File: config.mk
export PLATFORM = sky130hd
export DESIGN_NAME = jk_modulo_updown_counter
export DESIGN_NICKNAME = d
export VERILOG_FILES = /design/src/rtl/jk_modulo_updown_counter.sv
export SDC_FILE = /design/constraint.sdc
export NUM_CORES = 1
export LEC_CHECK = 0
export CAP_MARGIN = 30
export CORE_AREA = 2 2 39 41
export DETAILED_ROUTE_END_ITERATION = 8
export DIE_AREA = 0 0 41 43
export PLACE_DENSITY_LB_ADDON = 0.15
export RECOVER_POWER = 100
export SETUP_SLACK_MARGIN = 0.1
export SLEW_MARGIN = 20
export SYNTH_ARGS = -nofsm -noshare
export SYNTH_HDL_FRONTEND = slang
export SYNTH_SLANG_ARGS = --single-unit
File: constraint.sdc
create_clock -name clock -period 1.5 [get_ports clock]
set_input_delay 0.3 -clock clock [delete_from_list [all_inputs] [get_ports clock]]
set_output_delay 0.3 -clock clock [all_outputs]
set_load 0.01 [all_outputs]
File: src/rtl/jk_modulo_updown_counter.sv
// ---------------------------------------------------------------------------
// jk_modulo_updown_counter
//
// Synchronous modulo up/down counter built from JK-style bit cells that all
// share one clock. Each bit computes its own J/K pair from the mode and the
// state of the bits below it: toggle (J=K=1) for counting, set/reset
// (J=d, K=~d) for parallel load and for the modulo wrap, J=K=0 to hold.
//
// Parameters
//   WIDTH    number of count bits (>= 1)
//   MODULUS  count range 0..MODULUS-1, legal range 2..2**WIDTH
//
// Ports
//   clock       rising-edge clock
//   reset       asynchronous active-low reset
//   enable      count enable; when low the counter holds and pulses clear
//   mode        00 hold, 01 down, 10 up, 11 load
//   load_value  parallel load data, clamped to MODULUS-1
//   count       registered count value
//   terminal    combinational: next enabled edge will wrap
//   carry_out   registered one-cycle pulse on an up-wrap
//   borrow_out  registered one-cycle pulse on a down-wrap
// ---------------------------------------------------------------------------
module jk_modulo_updown_counter #(
    parameter int WIDTH   = 4,
    parameter int MODULUS = 16
) (
    input  logic             clock,
    input  logic             reset,
    input  logic             enable,
    input  logic [1:0]       mode,
    input  logic [WIDTH-1:0] load_value,
    output logic [WIDTH-1:0] count,
    output logic             terminal,
    output logic             carry_out,
    output logic             borrow_out
);

    localparam logic [1:0] MODE_HOLD = 2'b00;
    localparam logic [1:0] MODE_DOWN = 2'b01;
    localparam logic [1:0] MODE_UP   = 2'b10;
    localparam logic [1:0] MODE_LOAD = 2'b11;

    localparam logic [WIDTH-1:0] MAX_COUNT = WIDTH'(MODULUS - 1);

    // With a power-of-two modulus the plain toggle chain already wraps
    // 2**WIDTH-1 -> 0 and 0 -> 2**WIDTH-1, so no wrap override is needed.
    localparam bit FULL_RANGE = (longint'(MODULUS) == (longint'(1) << WIDTH));

    generate
        if (WIDTH < 1 || MODULUS < 2 ||
            longint'(MODULUS) > (longint'(1) << WIDTH)) begin : g_bad_params
            $fatal(1, "jk_modulo_updown_counter: illegal WIDTH/MODULUS");
        end
    endgenerate

    logic [WIDTH-1:0] count_q;
    logic             carry_q;
    logic             borrow_q;

    logic [WIDTH-1:0] up_toggle;
    logic [WIDTH-1:0] down_toggle;
    logic [WIDTH-1:0] load_clamped;
    logic [WIDTH-1:0] j;
    logic [WIDTH-1:0] k;
    logic             at_max;
    logic             at_zero;
    logic             up_wrap;
    logic             down_wrap;

    // Bit i toggles counting up when every lower bit is 1, and counting down
    // when every lower bit is 0. Bit 0 always toggles.
    genvar gi;
    generate
        for (gi = 0; gi < WIDTH; gi++) begin : g_toggle
            if (gi == 0) begin : g_lsb
                assign up_toggle[gi]   = 1'b1;
                assign down_toggle[gi] = 1'b1;
            end else begin : g_upper
                assign up_toggle[gi]   = &count_q[gi-1:0];
                assign down_toggle[gi] = ~(|count_q[gi-1:0]);
            end
        end
    endgenerate

    assign at_max       = (count_q == MAX_COUNT);
    assign at_zero      = (count_q == '0);
    assign up_wrap      = enable && (mode == MODE_UP)   && at_max;
    assign down_wrap    = enable && (mode == MODE_DOWN) && at_zero;
    assign load_clamped = (load_value > MAX_COUNT) ? MAX_COUNT : load_value;

    always_comb begin
        j = '0;
        k = '0;
        if (enable) begin
            case (mode)
                MODE_UP: begin
                    if (!FULL_RANGE && at_max) begin
                        j = '0;
                        k = '1;
                    end else begin
                        j = up_toggle;
                        k = up_toggle;
                    end
                end
                MODE_DOWN: begin
                    if (!FULL_RANGE && at_zero) begin
                        j = MAX_COUNT;
                        k = ~MAX_COUNT;
                    end else begin
                        j = down_toggle;
                        k = down_toggle;
                    end
                end
                MODE_LOAD: begin
                    j = load_clamped;
                    k = ~load_clamped;
                end
                default: begin
                    j = '0;
                    k = '0;
                end
            endcase
        end
    end

    // Characteristic JK equation applied to every bit in parallel.
    always_ff @(posedge clock or negedge reset) begin
        if (!reset) begin
            count_q  <= '0;
            carry_q  <= 1'b0;
            borrow_q <= 1'b0;
        end else begin
            count_q  <= (j & ~count_q) | (~k & count_q);
            carry_q  <= up_wrap;
            borrow_q <= down_wrap;
        end
    end

    assign count      = count_q;
    assign carry_out  = carry_q;
    assign borrow_out = borrow_q;

    // Gated by reset so the flag stays low while held in reset even though
    // count=0 would otherwise match the down-wrap condition.
    assign terminal = reset && (up_wrap || down_wrap);

endmodule
Word-level counts from Yosys, hierarchy flattened
Cells that the tools add are included.
Word-level totals
  register bits after elaboration: 6
  latch bits: 0
  RAM bits: 0
  memory bits (read-only): 0
  output and inout port bits: 7
  memories kept: 0
Cells by class
  $add $sub $neg: 0
  multipliers: 0
  div/mod/pow operators: 0
  order comparisons: 1
  equality and inequality tests: 4
  shift operators: 0
  multiplexer cells: 5
  bitwise gates (word level): 9
  reduce and logical (&&, ||, !) cells: 11
Operator list (number)
  $pmux W4 S3: 2
  $mux W4: 3
  $not A4 Y4: 3
  $and A4 B4 Y4: 2
  $logic_and A1 B1 Y1: 5
  $eq A2 B2 Y1 const B: 2
  $eq A4 B4 Y1 const B: 1
  $gt A4 B4 Y1 const B: 1
  $logic_not A4 Y1: 1
  $or A4 B4 Y4: 1
  $not A1 Y1: 3
  $reduce_and A3 Y1: 1
  $reduce_or A3 Y1: 1
  $eq A2 B1 Y1 const B: 1
  $reduce_and A2 Y1: 1
  $reduce_or A2 Y1: 1
  $logic_or A1 B1 Y1: 1

Depth between registers and ports, before layout
  depth after elaboration: 8
  mapped depth: 5

Worst setup path after synthesis
OpenSTA, ideal clock, no wires.
  kind: register -> output
  from: reg count_q[1], in the netlist count[1]
  to: out terminal
  data arrival time: 1188 ps
  data required time: 1200 ps
  path slack: 12 ps
  cell stages (with the launch flop): 6
  path buffers: 1
  path through: dfrtp_1 buf_6 nor4_2 and2_1 a22oi_1 nor2_1
On the way
  word-level cells in the longest chain between the ends: 4
Ends and longest elaborated chain
  from (decl): RTL line 57  | logic [WIDTH-1:0] count_q;
  from (signal assigned): RTL line 134  | count_q <= (j & ~count_q) | (~k & count_q);
  $eq A4 B4 Y1 or $logic_not A4 Y1 (tied branches): RTL line 86, 87
  $logic_and A1 B1 Y1 (on tied branches): RTL line 88, 89
  $logic_or A1 B1 Y1 (*): RTL line 146  | assign terminal = reset && (up_wrap || down_wrap);
  $logic_and A1 B1 Y1 (*): RTL line 146
  to (decl): RTL line 34  | output logic terminal,
Every way passes the cells marked *; elsewhere a longest branch is shown, timed or not.

Worst setup path in the final report
  from: in mode[0]
  to: out terminal
On the way
  word-level cells in the longest chain between the ends: 5
Ends and longest elaborated chain
  from (decl): RTL line 31  | input logic [1:0] mode,
  $eq A2 B2 Y1 or $eq A2 B1 Y1 (tied branches): RTL line 88, 89
  $logic_and A1 B1 Y1 (on tied branches) (2 in series): RTL line 88, 89
  $logic_or A1 B1 Y1 (*): RTL line 146
  $logic_and A1 B1 Y1 (*): RTL line 146
Marked as above.

==> tab_implementation.tex <==
\begin{tabular}{lr}
\hline
Metric & Value \\
\hline
\multicolumn{2}{l}{\textbf{Run status}} \\
Outcome & complete, but fails checks \\
Violations in the final reports & setup timing \\
\multicolumn{2}{l}{\textbf{Synthesis}} \\
Post-synth EDFFs & 0 \\
Adder-cell share of the synthesized area & 0\% \\
Number of nets in the synthesized netlist & 69 \\
Synth area leader & sky130\_fd\_sc\_hd\_\_dfrtp\_1 \\
Share of flip-flops with an asynchronous set or reset after synthesis & 100\% \\
Sequential area share after synthesis & 28.4\% \\
Flip-flop cell with the highest count after synthesis & sky130\_fd\_sc\_hd\_\_dfrtp\_1 \\
Multiplexer area fraction after synthesis & 0\% \\
Share of the synthesized area in the top cell type & 28.4\% \\
Number of synthesized register bits & 6 \\
Most frequent cell after synthesis & sky130\_fd\_sc\_hd\_\_dfrtp\_1 \\
Cells after synthesis & 60 \\
Main area contributors after synthesis & sky130\_fd\_sc\_hd\_\_dfrtp\_1 (28\%), sky130\_fd\_sc\_hd\_\_a21oi\_1 (4.7\%), sky130\_fd\_sc\_hd\_\_nor4\_2 (4.7\%), sky130\_fd\_sc\_hd\_\_buf\_6 (4.3\%), sky130\_fd\_sc\_hd\_\_nand2b\_1 (3.5\%) \\
Post-Syn Area & 529 sq um \\
Xor-xnor portion of the synthesized cell area & 0\% \\
Number of distinct library cells after synthesis & 36 \\
Top post-synthesis cells by count & sky130\_fd\_sc\_hd\_\_dfrtp\_1 (6), sky130\_fd\_sc\_hd\_\_a21oi\_1 (5) \\
Simple-Gate Fraction of Synth Area & 34.5\% \\
Area fraction in compound gates after synthesis & 26.0\% \\
Synth Area per Inst & 8.82 sq um \\
Dominant combinational cell family by area after synthesis & simple AND/OR/NAND/NOR gates \\
YS warnings & 0 \\
\multicolumn{2}{l}{\textbf{Clock tree}} \\
Count of hold-fix buffers inserted at cts & 0 \\
Worst-Skew Late Latency & 0.25 ns \\
Number of buffers created by CTS & 3 \\
Clock root buffer & sky130\_fd\_sc\_hd\_\_clkbuf\_4 \\
Clock buffer depth & 2 \\
Clk sink count & 6 \\
H-tree Lvls & 1 \\
Clock edge transition at the registers on the reported setup and hold paths & 0.05 ns \\
Clock tree from TritonCTS & done \\
\multicolumn{2}{l}{\textbf{Drt}} \\
Via density per instance & 5.44 \\
Detail Route Antenna Nets & 0 \\
Final Routed Wirelength & 1510 um \\
Post-detailed-route wirelength per cell & 13.5 um \\
DRC & 0 \\
Number of optimization iterations in the first detailed-route pass & 4 \\
Number of DRC markers after the initial detailed-route iteration & 9 \\
Detailed-route via count & 609 \\
\multicolumn{2}{l}{\textbf{STA}} \\
Worst-margin pin slew & 0.335 ns \\
Final min period & 1.70 ns \\
Hold Fails Final Rpt & 0 \\
Final Slew Violations & 0 \\
Worst Slack Setup Final & -0.201 ns \\
Final worst path period share & 113\% \\
RSZ-0062 raised after global routing & yes \\
Post-route setup TNS & -0.201 ns \\
Post-route clock skew & 0.00714 ns \\
Worst max-slew margin expressed relative to the limit & 77.7\% \\
Max Fclk & 0.588 GHz \\
Setup-failing EPs final & 1 \\
Worst hold slack across all endpoints & 0.490 ns \\
\multicolumn{2}{l}{\textbf{Placed design}} \\
Setup slack at placement & -0.718 ns \\
Dpl cells & 98 \\
Routability congestion estimate & 0.811 \\
Port-buffer cells & 15 \\
Placed standard-cell area & 758 sq um \\
Placed wire-length estimate after detailed placement & 937 um \\
\multicolumn{2}{l}{\textbf{Worst setup path}} \\
Setup crit start kind & input port \\
Nature of the critical path endpoint & output pin \\
Max FO, Critical Path & 2 \\
Category of cells accounting for the largest share of critical-path delay & buffers and inverters \\
List of cells traversed by the critical path & clkdlybuf4s50\_1, nand3b\_1, nor2\_1, a22oi\_2, nor2\_1, buf\_2 \\
Worst setup path class & input port to output pin \\
R2r worst-path depth & 5 \\
Most repeated library cell on the critical path & sky130\_fd\_sc\_hd\_\_nor2\_1 \\
Endpoint arrival time on the critical path & 1.40 ns \\
Total buffers and inverters traversed by the critical path & 2 \\
Reg2reg start & count[2]\$\_DFF\_PN0\_ \\
Register-to-register path setup slack & 0.07 ns \\
Endpoint of the most critical register-to-register path & borrow\_out\$\_DFF\_PN0\_ \\
Cell with the biggest individual delay on the critical path & sky130\_fd\_sc\_hd\_\_clkdlybuf4s50\_1 \\
Endpoint required time on the critical path & 1.20 ns \\
Delay contributed by the slowest stage of the critical path & 0.41 ns \\
\multicolumn{2}{l}{\textbf{Floorplan}} \\
Die Span X & 41 um \\
Core Area & 1380 sq um \\
Die height & 43 um \\
Area of the die & 1760 sq um \\
Top-Level Pins & 16 \\
Number of rows in the core area & 14 \\
Initial Util & 38.2\% \\
\multicolumn{2}{l}{\textbf{Layout}} \\
ANT cells & 0 \\
Share of cells above drive strength 1 & 41.7\% \\
Final instance area & 855 sq um \\
Final-stage net count & 107 \\
Non-filler cells in the finished layout & 112 \\
Synthesis-to-layout area growth & 61.5\% \\
Final core area utilization & 61.8\% \\
\multicolumn{2}{l}{\textbf{Power}} \\
Standby leakage power & 0.367 nW \\
Worst supply voltage drop on vdd & 0.000972 V \\
P per Cell Area & 1300 nW/um\^{}2 \\
Overall power of the completed layout & 1.11 mW \\
\multicolumn{2}{l}{\textbf{Job}} \\
Number of max-capacitance violations reported & 0 \\
\multicolumn{2}{l}{\textbf{Global route}} \\
Total Routing Usage GR & 18.2\% \\
Initial antenna violation count & 0 \\
Largest net degree at the start of global routing & 16 \\
Via count of the first global-routing pass & 517 \\
Global-route wire length before repair & 2210 um \\
Residual overflow from global routing & 0 \\
\multicolumn{2}{l}{\textbf{Worst hold path}} \\
Worst min-delay path class & input port to asynchronous set/reset pin \\
\hline
\end{tabular}
==> worst max-delay path by stage <==
stage                                  start        to  depth (start not counted)
after global routing                 mode[0]  terminal                          6
after floorplan           count[1]$_DFF_PN0_  terminal                          5
after CTS                 count[2]$_DFF_PN0_  terminal                          5
final                                mode[0]  terminal                          6
after global placement               mode[1]  terminal                          6
after detailed placement             mode[1]  terminal                          6
==> cells in the final DEF, fill, tap and decap left out, types with 2 or more instances in the layout <==
| master | synthesis | final |
|---|---|---|
| sky130_fd_sc_hd__o22ai_1 | 2 | 2 |
| sky130_fd_sc_hd__nor3_1 | 1 | 2 |
| sky130_fd_sc_hd__dlygate4sd2_1 | 0 | 3 |
| sky130_fd_sc_hd__clkbuf_4 | 1 | 4 |
| sky130_fd_sc_hd__inv_1 | 3 | 3 |
| sky130_fd_sc_hd__nand2_1 | 3 | 3 |
| sky130_fd_sc_hd__clkdlybuf4s50_1 | 0 | 5 |
| sky130_fd_sc_hd__nand2b_1 | 3 | 3 |
| sky130_fd_sc_hd__clkbuf_1 | 0 | 4 |
| sky130_fd_sc_hd__buf_6 | 2 | 5 |
| sky130_fd_sc_hd__clkdlybuf4s25_1 | 0 | 2 |
| sky130_fd_sc_hd__buf_2 | 2 | 3 |
| sky130_fd_sc_hd__dfrtp_1 | 6 | 5 |
| sky130_fd_sc_hd__nor2_1 | 3 | 2 |
| sky130_fd_sc_hd__nand3_1 | 3 | 3 |
| sky130_fd_sc_hd__a21oi_1 | 5 | 5 |
| sky130_fd_sc_hd__buf_4 | 1 | 14 |
==> power by group <==
| part | internal, mW | switching (mW) | total [mW] |
|---|---|---|---|
| Combinational | 0.384 | 0.323 | 0.707 |
| Sequential | 0.208 | 0.0408 | 0.249 |
| Clock | 0.0906 | 0.0604 | 0.151 |
==> flip-flops by register name (all words and copies together) (netlist names) <==
| register | flops |
|---|---|
| carry_out | 1 |
| count | 4 |
| borrow_out | 1 |
==> final cells by class <==
class                   count  area, sq um
flip-flops and latches      6          151
clock buffers               3         22.5
multi-input cells          45          339
inverters                   3         11.3
well taps                  16         20.0
fillers                   134          529
repair buffers             39          310
==> kinds of logic after synthesis <==
group,after synthesis
AO/OA/AOI/OAI,18
buffers and inverters,9
flip-flops,6
AND/OR/NAND/NOR,27
==> routing by layer <==
| layer | share of wire, % | up-vias | global-route usage (%) |
|---|---|---|---|
| met2 | 53 | 17 | 26.9 |
| li1 | - | 299 | - |
| met1 | 42 | 291 | 24.9 |
| met5 | 0 | - | 0 |
| met3 | 4.6 | 2 | 7.85 |
| met4 | 0.26 | 0 | 2.00 |
==> what timing repair did <==
action	4_1_cts	5_1_grt
endpoints found under the setup margin	8	9
resized for setup	19	15
buffers inserted	7	4
pin swaps	3	7
Note: power is estimated with default switching activity, not from simulation.
